--- src/rtl/alu_writeback.sv ---
// ALU writeback stage: buffers dual-result ALU pairs in a small FIFO and
// serialises them onto the register file's single write port (Y1, then optional Y2).
module alu_writeback #(
    parameter int DEPTH = 2,
    parameter int AW    = 5
) (
    input  logic          clk,
    input  logic          rst_n,
    input  logic          in_valid_i,
    output logic          in_ready_o,
    input  logic [31:0]   in_y1_i,
    input  logic [31:0]   in_y2_i,
    input  logic [AW-1:0] in_rd1_i,
    input  logic [AW-1:0] in_rd2_i,
    input  logic          in_wr2_i,
    input  logic [1:0]    in_prec_i,
    output logic          wb_valid_o,
    input  logic          wb_grant_i,
    output logic [AW-1:0] wb_addr_o,
    output logic [31:0]   wb_data_o,
    output logic          busy_o
);

    localparam int PW = (DEPTH > 1) ? $clog2(DEPTH) : 1;
    localparam int CW = $clog2(DEPTH + 1);

    typedef enum logic [1:0] {
        EMPTY   = 2'd0,
        SEND_Y1 = 2'd1,
        SEND_Y2 = 2'd2
    } state_t;

    state_t          state_q;
    logic [PW-1:0]   wr_ptr_q;
    logic [PW-1:0]   rd_ptr_q;
    logic [CW-1:0]   count_q;
    logic [CW-1:0]   count_d;

    logic [31:0]     y1_mem  [DEPTH];
    logic [31:0]     y2_mem  [DEPTH];
    logic [AW-1:0]   rd1_mem [DEPTH];
    logic [AW-1:0]   rd2_mem [DEPTH];
    logic            two_mem [DEPTH];

    logic            push;
    logic            pop;
    logic            head_two;

    function automatic logic [31:0] mask_prec(input logic [31:0] v, input logic [1:0] prec);
        case (prec)
            2'b00:   mask_prec = {24'd0, v[7:0]};
            2'b01:   mask_prec = {16'd0, v[15:0]};
            default: mask_prec = v;
        endcase
    endfunction

    assign in_ready_o = (count_q != CW'(DEPTH));
    assign busy_o     = (count_q != '0);
    assign push       = in_valid_i && in_ready_o;
    assign head_two   = two_mem[rd_ptr_q];
    // An entry leaves the FIFO only on its last granted write.
    assign pop        = wb_grant_i && ((state_q == SEND_Y2) || (state_q == SEND_Y1 && !head_two));

    always_comb begin
        count_d = count_q;
        if (push && !pop) begin
            count_d = count_q + CW'(1);
        end else if (pop && !push) begin
            count_d = count_q - CW'(1);
        end
    end

    always_ff @(posedge clk) begin
        if (push) begin
            y1_mem[wr_ptr_q]  <= mask_prec(in_y1_i, in_prec_i);
            y2_mem[wr_ptr_q]  <= mask_prec(in_y2_i, in_prec_i);
            rd1_mem[wr_ptr_q] <= in_rd1_i;
            rd2_mem[wr_ptr_q] <= in_rd2_i;
            two_mem[wr_ptr_q] <= in_wr2_i | (in_prec_i == 2'b11);
        end
    end

    always_ff @(posedge clk or negedge rst_n) begin
        if (!rst_n) begin
            wr_ptr_q <= '0;
            rd_ptr_q <= '0;
            count_q  <= '0;
        end else begin
            count_q <= count_d;
            if (push) begin
                wr_ptr_q <= wr_ptr_q + PW'(1);
            end
            if (pop) begin
                rd_ptr_q <= rd_ptr_q + PW'(1);
            end
        end
    end

    always_ff @(posedge clk or negedge rst_n) begin
        if (!rst_n) begin
            state_q <= EMPTY;
        end else begin
            case (state_q)
                EMPTY: begin
                    if (push) begin
                        state_q <= SEND_Y1;
                    end
                end
                SEND_Y1: begin
                    if (wb_grant_i) begin
                        if (head_two) begin
                            state_q <= SEND_Y2;
                        end else begin
                            state_q <= (count_d != '0) ? SEND_Y1 : EMPTY;
                        end
                    end
                end
                SEND_Y2: begin
                    if (wb_grant_i) begin
                        state_q <= (count_d != '0) ? SEND_Y1 : EMPTY;
                    end
                end
                default: state_q <= EMPTY;
            endcase
        end
    end

    always_comb begin
        wb_valid_o = 1'b0;
        wb_addr_o  = '0;
        wb_data_o  = '0;
        case (state_q)
            SEND_Y1: begin
                wb_valid_o = 1'b1;
                wb_addr_o  = rd1_mem[rd_ptr_q];
                wb_data_o  = y1_mem[rd_ptr_q];
            end
            SEND_Y2: begin
                wb_valid_o = 1'b1;
                wb_addr_o  = rd2_mem[rd_ptr_q];
                wb_data_o  = y2_mem[rd_ptr_q];
            end
            default: ;
        endcase
    end

endmodule
--- config.mk ---
export PLATFORM = sky130hd
export DESIGN_NAME = alu_writeback
export DESIGN_NICKNAME = d
export VERILOG_FILES = /design/src/rtl/alu_writeback.sv
export SDC_FILE = /design/constraint.sdc
export NUM_CORES = 1
export LEC_CHECK = 0
export BUFFER_PORTS_ARGS = -buffer_cell sky130_fd_sc_hd__buf_2
export CAP_MARGIN = 25
export CORE_MARGIN = 5
export CORE_UTILIZATION = 56
export CTS_CLUSTER_SIZE = 30
export DETAILED_ROUTE_END_ITERATION = 7
export GPL_TIMING_DRIVEN = 0
export PLACE_DENSITY = 0.82
export SLEW_MARGIN = 20
export SYNTH_ARGS = -nofsm -noshare
export SYNTH_HDL_FRONTEND = slang
export SYNTH_SLANG_ARGS = --single-unit
--- constraint.sdc ---
create_clock -name clk -period 5.15 [get_ports clk]
set_input_delay 1.2875 -clock clk [delete_from_list [all_inputs] [get_ports clk]]
set_output_delay 1.2875 -clock clk [all_outputs]
set_load 0.1 [all_outputs]
==> summary.txt, run 1 <==
Floorplanning
  • Ports: around 120
  • Die width: between 100 and 150 um
  • Core Area: 12000 um2
  • Rows: 40
  • Die Y: ~120 um
  • Initial Utilization: between 50% and 60%
  • Die area: 14400 um2

GRT
  • Total track usage: 21.5%
  • First-pass GRT wire length: ~23 mm
  • Vias in the first global route: 4405
  • Grt ovf: 0
  • Initial antenna violation count: 0
  • Largest net degree at the start of global routing: 52

Critical path
  • Critical Path AT: slightly below 3 ns
  • R2R setup slack: a little under 3 ns
  • CP Class: flop to output port
  • Critical Path End Type: output port
  • Worst Path Required: 3.86 ns
  • CP max FO: 10
  • Crit path launch type: flop

Pwr
  • P per Cell Area: 707 nW/um2
  • Net switching power figure: 2.54 mW
  • Worst ir drop on vdd: between 500 and 600 uV
  • Sw Ratio: between 40% and 50%
  • Total leakage power: about 3.2 nW
  • Pwr Total: 5.89 mW
  • Seq pwr share: 30.9%
  • Combinational group share of total power: roughly 46%
  • Cell-internal power: between 3 and 4 mW
  • Clock Power Share: 23.5%

Synthesis
  • Post-synthesis mux area share: around 12%
  • Adder-cell share of the synthesized area: 1.11%
  • Synthesized instance count: 436
  • Cell Area, Synth: between 6000 and 7000 um2
  • Synthesized Nets: between 500 and 600
  • Synth area leaders: edfxtp_1 (66%), mux2_1 (6.1%), and2_1 (4.2%)
  • Post-synth EDFFs: 150
  • Largest family of logic cells by synthesized area: multiplexers
  • Netlist cell types: 36
  • Post-synthesis compound-gate area fraction: under 10%
  • Seq/Total Area, Yosys: 68.7%
  • Count of state elements after synthesis: about 160
  • Synth Area in XOR/XNOR: 0.388%
  • Synth Flop Type: edfxtp_1
  • Post-Synth Simple-Gate Area: around a tenth
  • Cell type with the highest aggregate area in the netlist: edfxtp_1
  • Asr flop ratio synth: under 10%
  • Post-synthesis area per instance: 15.5 um2
  • Synth top area share: between 60% and 70%
  • Yosys warns: 0

Timing
  • RSZ-0062 raised after global routing: no
  • Relative slew slack: between 50% and 60%
  • Tmin final: between 4 and 5 ns
  • Max-slew violations: 0
  • Slew @ Worst Pin: 0.670 ns
  • Clock skew: just over 0.006 ns
  • Final setup fails: 0
  • Hold Violations, Final: 0
  • Final cycle utilization of the critical path: approximately four fifths
  • FMAX: 0.237 GHz

Routing
  • Initial detailed-routing violation count: 233
  • Routed wire length: 15.0 mm
  • Routed len/inst: between 20 and 25 um
  • Pre-antenna DRT Iters: 5
  • Number of remaining DRC errors: 0
  • Detail Route Antenna Nets: 0
  • Vias post-DR: 4099
  • Vias/cell: 5.55

Final layout
  • Area Growth Syn to Fin: 22.8%
  • Antenna fix cells: 0
  • Nets@finish: about 670
  • Util after Layout: between 60 and 70%
  • Finished Cell Area: roughly 8300 um2
  • # fillers: 834
  • Layout cell share with drive strength beyond 1: roughly a third

Clock network
  • Clk_lat worst skew: about 0.42 ns
  • TritonCTS Buffers: 17
  • Post_cts resized: 0
  • Clk buf depth: 2
  • Post-CTS Setup Inserts: 0
  • CTS tree: done
  • Cts hold-fix bufs: 0
  • CTS sink count: 156
  • H-tree Lvls: 4
  • Root Buffer: clkbuf_16
  • Worst-path clk slew: around 0.06 ns

Placed design
  • Number of port buffers: 120
  • Placer Congestion: a little under 0.8
  • Final HPWL DP: 9.74 mm
  • DP Area: ~7700 um2

Status
  • Run status: finished, final reports clean

Worst hold path
  • Hold Path Class: flop to flop

Run
  • Max cap viols: 0
worst max-delay path, cell delays in order, from the launching register on:
cell      delay [ns]
dfrtp_1         0.42
inv_1           0.10
ha_1            0.21
clkbuf_1        0.48
buf_1           0.48
a22oi_1         0.16
nor2b_1         0.21
buf_2           0.46
kinds of logic after synthesis:
group / Yosys count
compound gates: 46
mux: 76
flops: 156
buf+inv: 32
xor+xnor: 3
simple gates: 117
fa+ha+maj: 6
layout make-up:
class / count / area [um2] / area share (%)
repair buffers: 124 / 703 / 8.44
clock buffers: 17 / 425 / 5.11
clock inverters: 14 / 225 / 2.70
well taps: 147 / 184 / 2.21
inverters: 8 / 30.0 / 0.361
flip-flops and latches: 156 / 4650 / 55.9
multi-input cells: 248 / 1990 / 23.8
plain buffers: 24 / 119 / 1.43
per-layer routing:
metal	share of wire [%]	routed length, um	GRT usage [%]	up-vias
met5	0	0	0	-
met4	1.6	237	7.44	0
met3	5.2	785	5.70	20
met2	54	8050	37.5	139
met1	39	5910	25.7	2034
li1	-	-	-	1906
cell usage after synthesis, types with 2 or more instances:
cell,n
buf_1,4
inv_1,8
a22oi_1,25
o21ai_1,12
nand2_1,15
ha_1,6
buf_2,5
mux2_2,25
mux2i_1,13
buf_4,2
xnor2_1,3
clkbuf_1,11
nor2b_1,42
dfrtp_1,6
nor2_1,7
nand2b_1,2
edfxtp_1,150
buf_6,2
and2_1,45
mux2_1,37
per-stage QoR:
step / instances / setup TNS [ns] / hold WS, ns / setup WS, ns
after floorplan: 436 / 0 / 0.460 / 0.0967
after CTS: 738 / 0 / 0.537 / 0.893
after global routing: 738 / 0 / 0.543 / 0.740
after detailed placement: 707 / 0 / 0.530 / 1.39
after global placement: 703 / -136.29 / 0.475 / -1.82
final: 738 / 0 / 0.532 / 0.938
power by group through the flow:
stage	Sequential, mW	Clock (mW)	Combinational (mW)
after floorplan	1.84	0	2.13
after global placement	1.87	0	2.58
after detailed placement	1.84	0	2.69
after CTS	1.82	1.40	2.70
after global routing	1.84	1.45	2.83
final	1.82	1.38	2.68
placed cells by master, fill, tap and decap left out, drive strengths merged, types with 2 or more instances in the layout:
cell / synthesis / final
a22oi: 25 / 25
bufinv: 0 / 6
edfxtp: 150 / 150
inv: 8 / 8
dfrtp: 6 / 6
ha: 6 / 6
nand2b: 2 / 2
and2: 45 / 45
nor2: 7 / 7
xnor2: 3 / 3
o21ai: 12 / 12
nand2: 15 / 15
nor2b: 42 / 42
clkbuf: 11 / 28
mux2i: 13 / 13
mux2: 63 / 63
clkinv: 0 / 8
buf: 13 / 137
state kept, by name (all words and copies together), names as in the netlist:
| signal | flops |
|---|---|
| rd1_mem | 10 |
| y2_mem | 64 |
| two_mem | 2 |
| y1_mem | 64 |
| state_q | 2 |
| rd_ptr_q | 1 |
| count_q | 2 |
| wr_ptr_q | 1 |
| rd2_mem | 10 |
path summary, 6_finish.rpt:
path | startpoint | end | depth (start not counted)
max reg2reg | count_q[0] | y2_mem[1][24] | 5
min | count_q[0] | count_q[0] | 1
min reg2reg | count_q[0] | count_q[0] | 1
min in group asynchronous | rst_n | count_q[0] | 1
max in group asynchronous | rst_n | rd_ptr_q | 1
max | state_q[0] | wb_data_o[24] | 7
(Power assumes the default switching activity.)
==> run 2: changes to the inputs <==
--- a/config.mk
+++ b/config.mk
@@ -5,14 +5,15 @@
 export SDC_FILE = /design/constraint.sdc
 export NUM_CORES = 1
 export LEC_CHECK = 0
+export ABC_AREA = 1
 export BUFFER_PORTS_ARGS = -buffer_cell sky130_fd_sc_hd__buf_2
 export CAP_MARGIN = 25
 export CORE_MARGIN = 5
-export CORE_UTILIZATION = 56
+export CORE_UTILIZATION = 55
 export CTS_CLUSTER_SIZE = 30
 export DETAILED_ROUTE_END_ITERATION = 7
 export GPL_TIMING_DRIVEN = 0
-export PLACE_DENSITY = 0.82
+export PLACE_DENSITY = 0.81
 export SLEW_MARGIN = 20
 export SYNTH_ARGS = -nofsm -noshare
 export SYNTH_HDL_FRONTEND = slang
==> constraint.sdc (replaced) <==
create_clock -name clk -period 3.91 [get_ports clk]
set_input_delay 0.9775 -clock clk [delete_from_list [all_inputs] [get_ports clk]]
set_output_delay 0.9775 -clock clk [all_outputs]
set_load 0.1 [all_outputs]
==> run 2 against run 1 <==
Highest routed layer unchanged. Non-clock buffer count rose by 9. Cell count grew 23%. Die area is 1.0% lower. Critical path type unchanged.
==> summary.txt, run 2 <==
Status
  • Run status: finished, final reports clean

Floorplanning
  • Core Area: around 12000 um2
  • Die width: between 100 and 150 um
  • Die area: between 10000 and 15000 um2
  • Die Y: ~120 um
  • Ports: 121
  • Initial Utilization: a little under three fifths
  • Rows: 40

Placed design
  • Placer Congestion: approximately 0.85
  • Number of port buffers: between 100 and 150
  • Final HPWL DP: between 10 and 15 mm

Routing
  • Vias post-DR: about 4.8k
  • Number of remaining DRC errors: 0
  • Vias/cell: roughly 5.3
  • Routed wire length: around 15 mm
  • Initial detailed-routing violation count: 351
  • Metal3 WL: about 980 um
  • WL met1: a little over 6 mm
  • Top sig layer: met4
  • Pre-antenna DRT Iters: 5
  • Routed len/inst: 16.5 um
  • Detail Route Antenna Nets: 0
  • WL met2: approximately 7.6 mm

Critical path
  • Reg2reg start: count_q[0]
  • Critical Path End Type: output port
  • Critical path's top delay family: buffers and inverters
  • Crit path launch type: flop
  • Worst r2r dst: rd1_mem[0][2]
  • Crit-path most repeated cell: clkbuf_1
  • Reg2reg path depth: 6
  • R2R setup slack: 1.93 ns
  • Worst path max stage delay: 0.49 ns
  • CP max FO: 10
  • Crit path buf inv count: 4
  • CP cell instances: inv_2, clkbuf_1, clkbuf_1, o21ai_0, a21oi_2, buf_2
  • Stages on worst setup path: 6
  • CP max-delay cell: clkbuf_1
  • CP Class: flop to output port
  • Critical Path AT: around 2.7 ns
  • Worst Path Required: 2.93 ns

Synthesis
  • Synthesized instance count: just over 600
  • Yosys warns: 0
  • Cell Area, Synth: between 6000 and 7000 um2
  • Synth area leaders: edfxtp_1 (68%), nor2_1 (9.6%), o21ai_0 (5.7%)
  • Post-synthesis area per instance: between 10 and 15 um2
  • Count of state elements after synthesis: roughly 160
  • Netlist cell types: 18
  • Most frequent cell after synthesis: nor2_1
  • Post-synth EDFFs: 150
  • Cell type with the highest aggregate area in the netlist: edfxtp_1
  • Synth Flop Type: edfxtp_1
  • Post-synth top cells: nor2_1 (168), edfxtp_1 (150), o21ai_0 (75), inv_1 (65), nand2_1 (53)
  • Asr flop ratio synth: under 10%
  • Synth top area share: ~68%
  • Synthesized Nets: 694
  • Seq/Total Area, Yosys: roughly 71%

GRT
  • Initial antenna violation count: 0
  • First-pass GRT wire length: 24.3 mm
  • Vias in the first global route: 5019
  • Grt ovf: 0
  • Largest net degree at the start of global routing: 26
  • Total track usage: 22.1%

Timing
  • Worst Hold Margin: about 0.37 ns
  • Relative slew slack: around 49%
  • Max-slew violations: 0
  • Hold Violations, Final: 0
  • Final cycle utilization of the critical path: around 93%
  • Final setup fails: 0
  • Slew @ Worst Pin: 0.770 ns
  • FMAX: about 0.27 GHz
  • Tmin final: 3.65 ns
  • RSZ-0062 raised after global routing: no
  • Clock skew: 0.00447 ns

Final layout
  • Register area: roughly 4700 um2
  • Commonest non-fill, non-tap cell in the layout: nor2_1
  • Largest registers: y1_mem (64), y2_mem (64)
  • Antenna fix cells: 0
  • Area Growth Syn to Fin: 26.0%
  • Most frequent cells in the layout: nor2_1 (166), edfxtp_1 (150), buf_2 (131), o21ai_0 (75), inv_1 (65)
  • # fillers: around 900
  • Layout cell share with drive strength beyond 1: between 20 and 30%
  • Nets@finish: 838
  • Combined area of the multi-input logic cells: between 1500 and 2000 um2

Clock network
  • TritonCTS Buffers: 17
  • H-tree Lvls: 4
  • Clk buf depth: 2
  • Cts hold-fix bufs: 0
  • CTS tree: done
  • CTS sink count: 156
  • Clk_lat worst skew: ~0.42 ns
  • Post-CTS Setup Inserts: 0
  • Worst-path clk slew: 0.06 ns
  • Post_cts resized: 0
  • Root Buffer: clkbuf_16

Run
  • Max cap viols: 0

Worst hold path
  • Hold Path Class: input pin to async pin
## run 2: cell types whose count changed after synthesis, moves of 25 or more
cell     change
a21oi_1     +36
a22oi_1     -25
and2_1      -45
inv_1       +57
mux2_1      -37
mux2_2      -25
nand2_1     +38
nor2_1     +161
nor2b_1     -42
o21ai_0     +75
## run 2: how the worst max path moves through the flow
stage | from | to | slack (ns)
3_5_place_dp | rd_ptr_q | wb_data_o[17] | 0.74
4_1_cts | state_q[0] | wb_addr_o[2] | 0.27
2_1_floorplan | count_q[0] | rd1_mem[0][0] | -1.24
3_3_place_gp | in_valid_i | rd2_mem[0][0] | -2.54
5_1_grt | rd_ptr_q | wb_data_o[29] | 0.07
6_report | rd_ptr_q | wb_data_o[29] | 0.26
## run 2: metrics by stage
step                setup TNS [ns]  setup WS, ns  area [um2]  utilization [%]  std cells
finish                           0         0.259        8300             69.9        911
global route                     0        0.0733        8300             69.9        911
CTS                              0         0.271        8300             69.9        911
detailed placement               0         0.739        7670             64.7        879
global placement           -378.21         -2.54        7500             63.3        873
floorplan                  -186.19         -1.24        6720                -        607
## run 2: layer usage
metal	GRT usage [%]	vias up
li1	-	2302
met1	27.9	2281
met2	37.2	174
met3	5.51	26
met4	7.95	0
met5	0	-
## run 2: cells by family after synthesis
group                      after synthesis  share of synthesized area, %
xor gates and xnor gates                 2                         0.266
and+or+nand+nor                        229                          13.2
DFF                                    156                          70.7
adders and majority gates                6                          1.14
AOI/OAI and AO/OA                      114                          8.74
buffers and inverters                  100                          5.93
## run 2: cell type report
cell class | count | area share [%]
Sequential cell | 156 | 56.1
Timing Repair Buffer | 125 | 8.99
Clock inverter | 6 | 1.30
Clock buffer | 26 | 6.26
Multi-Input combinational cell | 351 | 20.4
Tap cell | 147 | 2.22
Buffer | 32 | 1.63
Inverter | 68 | 3.08
Power of run 2 is not shown: default switching activity piles up to over one toggle a cycle in this logic, so the estimate is an artifact.
